--- src/rtl/move_board.sv ---
// Cursor-and-mark controller for a 4x4 two-player board: edge-detected move/select
// buttons drive a wrapping cursor and alternate player marks into 16 two-bit cells.
module move_board (
  input  logic       clk,
  input  logic       rst,
  input  logic       move,
  input  logic       select,
  output logic [3:0] c1,
  output logic [3:0] c2,
  output logic [3:0] c3,
  output logic [3:0] c4,
  output logic [3:0] c5,
  output logic [3:0] c6,
  output logic [3:0] c7,
  output logic [3:0] c8,
  output logic [3:0] c9,
  output logic [3:0] c10,
  output logic [3:0] c11,
  output logic [3:0] c12,
  output logic [3:0] c13,
  output logic [3:0] c14,
  output logic [3:0] c15,
  output logic [3:0] c16,
  output logic [7:0] counter
);

  localparam logic [1:0] CELL_EMPTY = 2'd0;
  localparam logic [1:0] CELL_P1    = 2'd1;
  localparam logic [1:0] CELL_P2    = 2'd2;

  logic [1:0] cells [16];
  logic [3:0] cursor;
  logic       player;
  logic       prev_move;
  logic       prev_select;
  logic       move_evt;
  logic       select_evt;
  logic [3:0] code [16];

  assign move_evt   = move & ~prev_move;
  assign select_evt = select & ~prev_select;

  // NOTE: state registers use non-blocking assignments so every update in this
  // block sees the pre-edge values, independent of statement order.
  always_ff @(posedge clk) begin
    if (rst) begin
      // NOTE: the cell array is plain flops, not a RAM, so clearing it on reset is
      // cheap and required for a known starting board.
      for (int k = 0; k < 16; k++) cells[k] <= CELL_EMPTY;
      cursor      <= 4'd0;
      player      <= 1'b0;
      prev_move   <= 1'b0;
      prev_select <= 1'b0;
    end else begin
      prev_move   <= move;
      prev_select <= select;
      // Select has priority; a simultaneous move is dropped.
      if (select_evt) begin
        if (cells[cursor] == CELL_EMPTY) begin
          cells[cursor] <= player ? CELL_P2 : CELL_P1;
          player        <= ~player;
        end
      end else if (move_evt) begin
        cursor <= cursor + 4'd1;
      end
    end
  end

  always_comb begin
    for (int k = 0; k < 16; k++) code[k] = {cursor == 4'(k), 1'b0, cells[k]};
  end

  assign c1  = code[0];
  assign c2  = code[1];
  assign c3  = code[2];
  assign c4  = code[3];
  assign c5  = code[4];
  assign c6  = code[5];
  assign c7  = code[6];
  assign c8  = code[7];
  assign c9  = code[8];
  assign c10 = code[9];
  assign c11 = code[10];
  assign c12 = code[11];
  assign c13 = code[12];
  assign c14 = code[13];
  assign c15 = code[14];
  assign c16 = code[15];

  assign counter = {4'd0, cursor};

endmodule

--- config.mk ---
export PLATFORM = sky130hd
export DESIGN_NAME = move_board
export DESIGN_NICKNAME = d
export VERILOG_FILES = /design/src/rtl/move_board.sv
export SDC_FILE = /design/constraint.sdc
export NUM_CORES = 1
export LEC_CHECK = 0
export ABC_AREA = 0
export CAP_MARGIN = 20
export CORE_MARGIN = 5
export CORE_UTILIZATION = 32
export CTS_BUF_LIST = sky130_fd_sc_hd__clkbuf_8 sky130_fd_sc_hd__clkbuf_16
export DETAILED_ROUTE_END_ITERATION = 10
export DONT_BUFFER_PORTS = 1
export GPL_ROUTABILITY_DRIVEN = 0
export SLEW_MARGIN = 0
export SYNTH_ARGS = -nofsm -noshare
export SYNTH_HDL_FRONTEND = slang
export SYNTH_SLANG_ARGS = --single-unit
--- constraint.sdc ---
create_clock -name clk -period 5.45 [get_ports clk]
set_input_delay 0 -clock clk [delete_from_list [all_inputs] [get_ports clk]]
set_output_delay 0 -clock clk [all_outputs]
set_load 0.03 [all_outputs]
# --- Yosys cells after proc, flatten, opt, wreduce, memory -nomap -nowiden ---
# Memory sizes are Yosys's and may differ from the RTL's. A register that Yosys moved wholly into a read port is not among the register bits.
# Cells that the tools add are included.
word_totals:
  memories: 1
  output_inout_bits: 72
  reg_bits: 7
  inputBits: 4
  ram_bits: 32
  wordCells: 44
  romBits: 0
  latch_bits: 0
mem_list:
  columns: ["name", "depth", "width", "read_ports", "rd_clocked_by_memory_dff", "wr", "line_no", "rtl"]
  rows:
  - ["cells", 16, 2, 17, 1, 16, "31", "logic [1:0] cells [16];"]
classes:
  div: 0
  shift: 0
  bitwise: 6
  add_sub_neg: 1
  reduce_logical: 5
  mux: 12
  n_mul: 0
  eq_ne: 15
  n_lt_le_gt_ge: 0
op_table:
  columns: ["op", "count"]
  rows:
  - ["equality test 4 bit, second input constant", 8]
  - ["equality test 4 x 3 -> 1 bit, second input constant", 4]
  - ["2-to-1 mux 4 bit", 3]
  - ["equality test 4 x 2 -> 1 bit, second input constant", 2]
  - ["2-to-1 mux 1 bit", 7]
  - ["adder 4 x 1 -> 4 bit, second input constant", 1]
  - ["equality test 4 x 1 -> 1 bit, second input constant", 1]
  - ["zero test 4 bit", 1]
  - ["2-to-1 mux 2 bit", 2]
  - ["inverter 1 bit", 4]
  - ["AND reduction 2 bit", 2]
  - ["bitwise AND 1 bit", 2]
  - ["zero test 2 bit", 1]
  - ["OR reduction 2 bit", 1]

# --- Logic depth before layout (Yosys ltp) ---
logic_depth:
  depth_word: 7
  ltp_mapped: 9
  depth_no_buf: 6

# --- Worst setup path after synthesis ---
# OpenSTA, ideal clock, no wires.
synth_path:
  kind: "reg-to-reg"
  startpoint: "memory cells[6][0]"
  endpoint: "memory cells[0][0] (enable)"
  path_buffers: 2
  t_required_ns: 5.157
  t_arrival_ns: 1.838
  path_slack_ns: 3.319
  period_less_slack_ns: 2.131
  stages_incl_launch_ff: 8
  cell_sequence: "edfxtp_1 -> o311ai_4 -> o32ai_1 -> nor4_1 -> a22o_1 -> buf_6 -> buf_2 -> a31o_2"
synth_rtl:
  columns: ["element", "line_no"]
  rows:
  - ["from (decl)", "31"]

==> metrics.txt <==
outcome=finished clean; Slew Viols, Final=0; Arr. time, crit path=3010 ps; Synth top area share=0.4081; Starting DRT DRC Count=119; Vias=1651; post-synthesis sequential area ratio=0.5016; Clock Latency Late Sink=300 ps; Resized cells post-CTS=0; setup TNS=0 ps; most common cell in the netlist=nor3_1; RSZ-0062 raised after global routing=no; CTS tree=yes; syn_area_per_cell=10.70 um2; hold-critical path depth=2; crit end category=flip-flop; Leakage=0.0008298 uW; die width=95.78 um; Fillers=738; hold buffer count at cts=3; ys async rst share=0; Fin. Hold Viols=0; floorplan row count=31; capture point of the worst reg-to-reg path=cells[3][0]; Sink Count=43; largest cells by area after synthesis=edfxtp_1 41%, dfxtp_1 9.4%, nor3_1 7.2%; Post-synth EDFFs=32; FF+latch count, synth=43; area grow syn2layout=3.454%; R2R cell count=6; all-layer global routing usage=0.1401; postcts setup bufs=0; Max Clock Freq=344.6 MHz; minimum clock period=2902 ps; vias in the first global route=1562; Fin Clk Skew=5.969 ps; pin count of the biggest net entering global routing=34; most frequent CP cell=nor4_1; antenna violations before repair=0; Worst EP required=5560 ps; Yosys warning total=0; GR Overflow Total=0; DRT antenna net count=0; PD cells=284.6 nW/um2; # diodes=0; Crit Path Category=flip-flop to flip-flop; CP peak stage delay=610 ps; share of layout cells above drive strength 1=0.1705; Overall Power=693.3 uW; WHS Endpoint=player; Final Cycle Share=0.5325; worst vdd ir=0.1038 mV; CP Cell Sequence=o311ai_4 -> o32ai_1 -> nor4_1 -> a22o_1 -> nand2_4 -> nor4_1; worst-path fanout max=33; TritonRoute pass-1 iters=4; dpl cells=305; Max Root-Sink Buffers=2; first-pass GRT wire length=9280 um; IO Pins=76; worst r2r src=cells[6][0]; Remaining DRCs=0; Cell Count, Final, Fillers Out=316; Slew HR=0.4718; total die area=9174 um2; Worst Setup Start Kind=flip-flop; ys flop type=edfxtp_1; Worst-path clk slew=80 ps; Core Box Area=7214 um2; Max Cap Viol=0; cell taking the most area after synthesis=edfxtp_1; reg-to-reg setup timing slack=2550 ps; hpwl dp=4758 um; final setup violation count=0; wire per inst=20.09 um; Min-Delay Path Class=primary input to flip-flop; total CTS buffers=5; H-Tree Level Count=2; Die Height=95.78 um; via/cell ratio=5.225; slew of the pin with the lowest slew margin=789.8 ps; min-delay src=rst; # port buffers=0; cells after synthesis=220; fin nets=224; final wirelength=6347 um; Yosys cell types=36; Starting Density=0.3264; slowest stage cell, crit path=a22o_1; CTS root buf=clkbuf_8; Post-synth top cells=34 x nor3_1, 32 x edfxtp_1, 20 x buf_4; Post-Syn Area=2355 um2
## worst max path at each step
stage | from | to | slack, ps | cells after the start
after floorplan | cells[6][0] | cells[0][0] | 3320 | 7
after global routing | cells[6][0] | cells[3][0] | 2330 | 6
after detailed placement | cells[6][0] | cells[14][1] | 2680 | 6
final | cells[6][0] | cells[3][0] | 2550 | 6
after global placement | cells[6][0] | cells[3][0] | 2690 | 6
after CTS | cells[6][0] | cells[3][0] | 2580 | 6
## per-stage QoR
stage	worst slack, ps	area, um2	hold slack (ps)	util
2_1_floorplan	3319	2426	71.61	-
3_3_place_gp	2693	2322	75.40	0.3219
3_5_place_dp	2676	2322	75.94	0.3219
4_1_cts	2583	2436	49.18	0.3377
5_1_grt	2329	2436	66.71	0.3377
6_report	2548	2436	63.51	0.3377
## cell families after synthesis
kind of cell    after synthesis  share of synthesized area
xor+xnor                      3                    0.01116
other cells                   1                   0.001593
flops                        43                     0.5016
simple gates                 99                     0.2407
compound gates               29                     0.1036
fa+ha+maj                     4                    0.02125
mux                           2                   0.009033
buf+inv                      39                     0.1111
## placed cells by master, fill, tap and decap left out, drive strengths merged, types with 2 or more instances in the layout
master,instances
and2,12
o22ai,2
nor2,15
xor2,2
clkbuf,5
clkinv,3
a31o,16
nand2,11
buf,3
dlygate4sd3,3
nand2b,4
edfxtp,32
nor2b,6
nor3,34
o211ai,2
and3,4
conb,20
ha,4
dfxtp,11
o21ai,5
inv,3
nor4,10
## flip-flops by register name (all words and copies together) (netlist names), named ones only
signal and count:
cells 32, cursor 4, player 1, prev_move 1, prev_select 1
## per-layer routing
metal  wire, um  vias to the layer above  share of wire  track usage
met5          0                        -              0            0
met3        846                       12           0.13      0.05082
met1       2540                      789           0.40       0.1884
met2       2814                      100           0.44       0.2067
met4        145                        0          0.023      0.04976
li1           -                      750              -            -
## area by class of cell
class	instances	area (um2)	area share
inverter	3	11.26	0.004622
clock buffer	5	68.82	0.02825
sequential	43	1181	0.4848
clock inverter	3	15.01	0.006163
timing repair buffer	6	52.55	0.02157
tap	99	123.9	0.05085
multi-input combinational	157	983.4	0.4037
## worst max-delay path, delay by kind of cell, from the launching register on
kind | cells | cell delay (ps)
AND/OR/NAND/NOR | 3 | 1030
flip-flops | 1 | 580
AO/OA/AOI/OAI | 3 | 1090
## where the power goes
group / switching (uW) / internal, uW / leakage (uW)
sequential: 34.9 / 364 / 0.000420
combinational: 71.0 / 22.3 / 0.000362
clock: 113 / 87.9 / 0.0000477
Note: power is estimated with default switching activity, not from simulation.
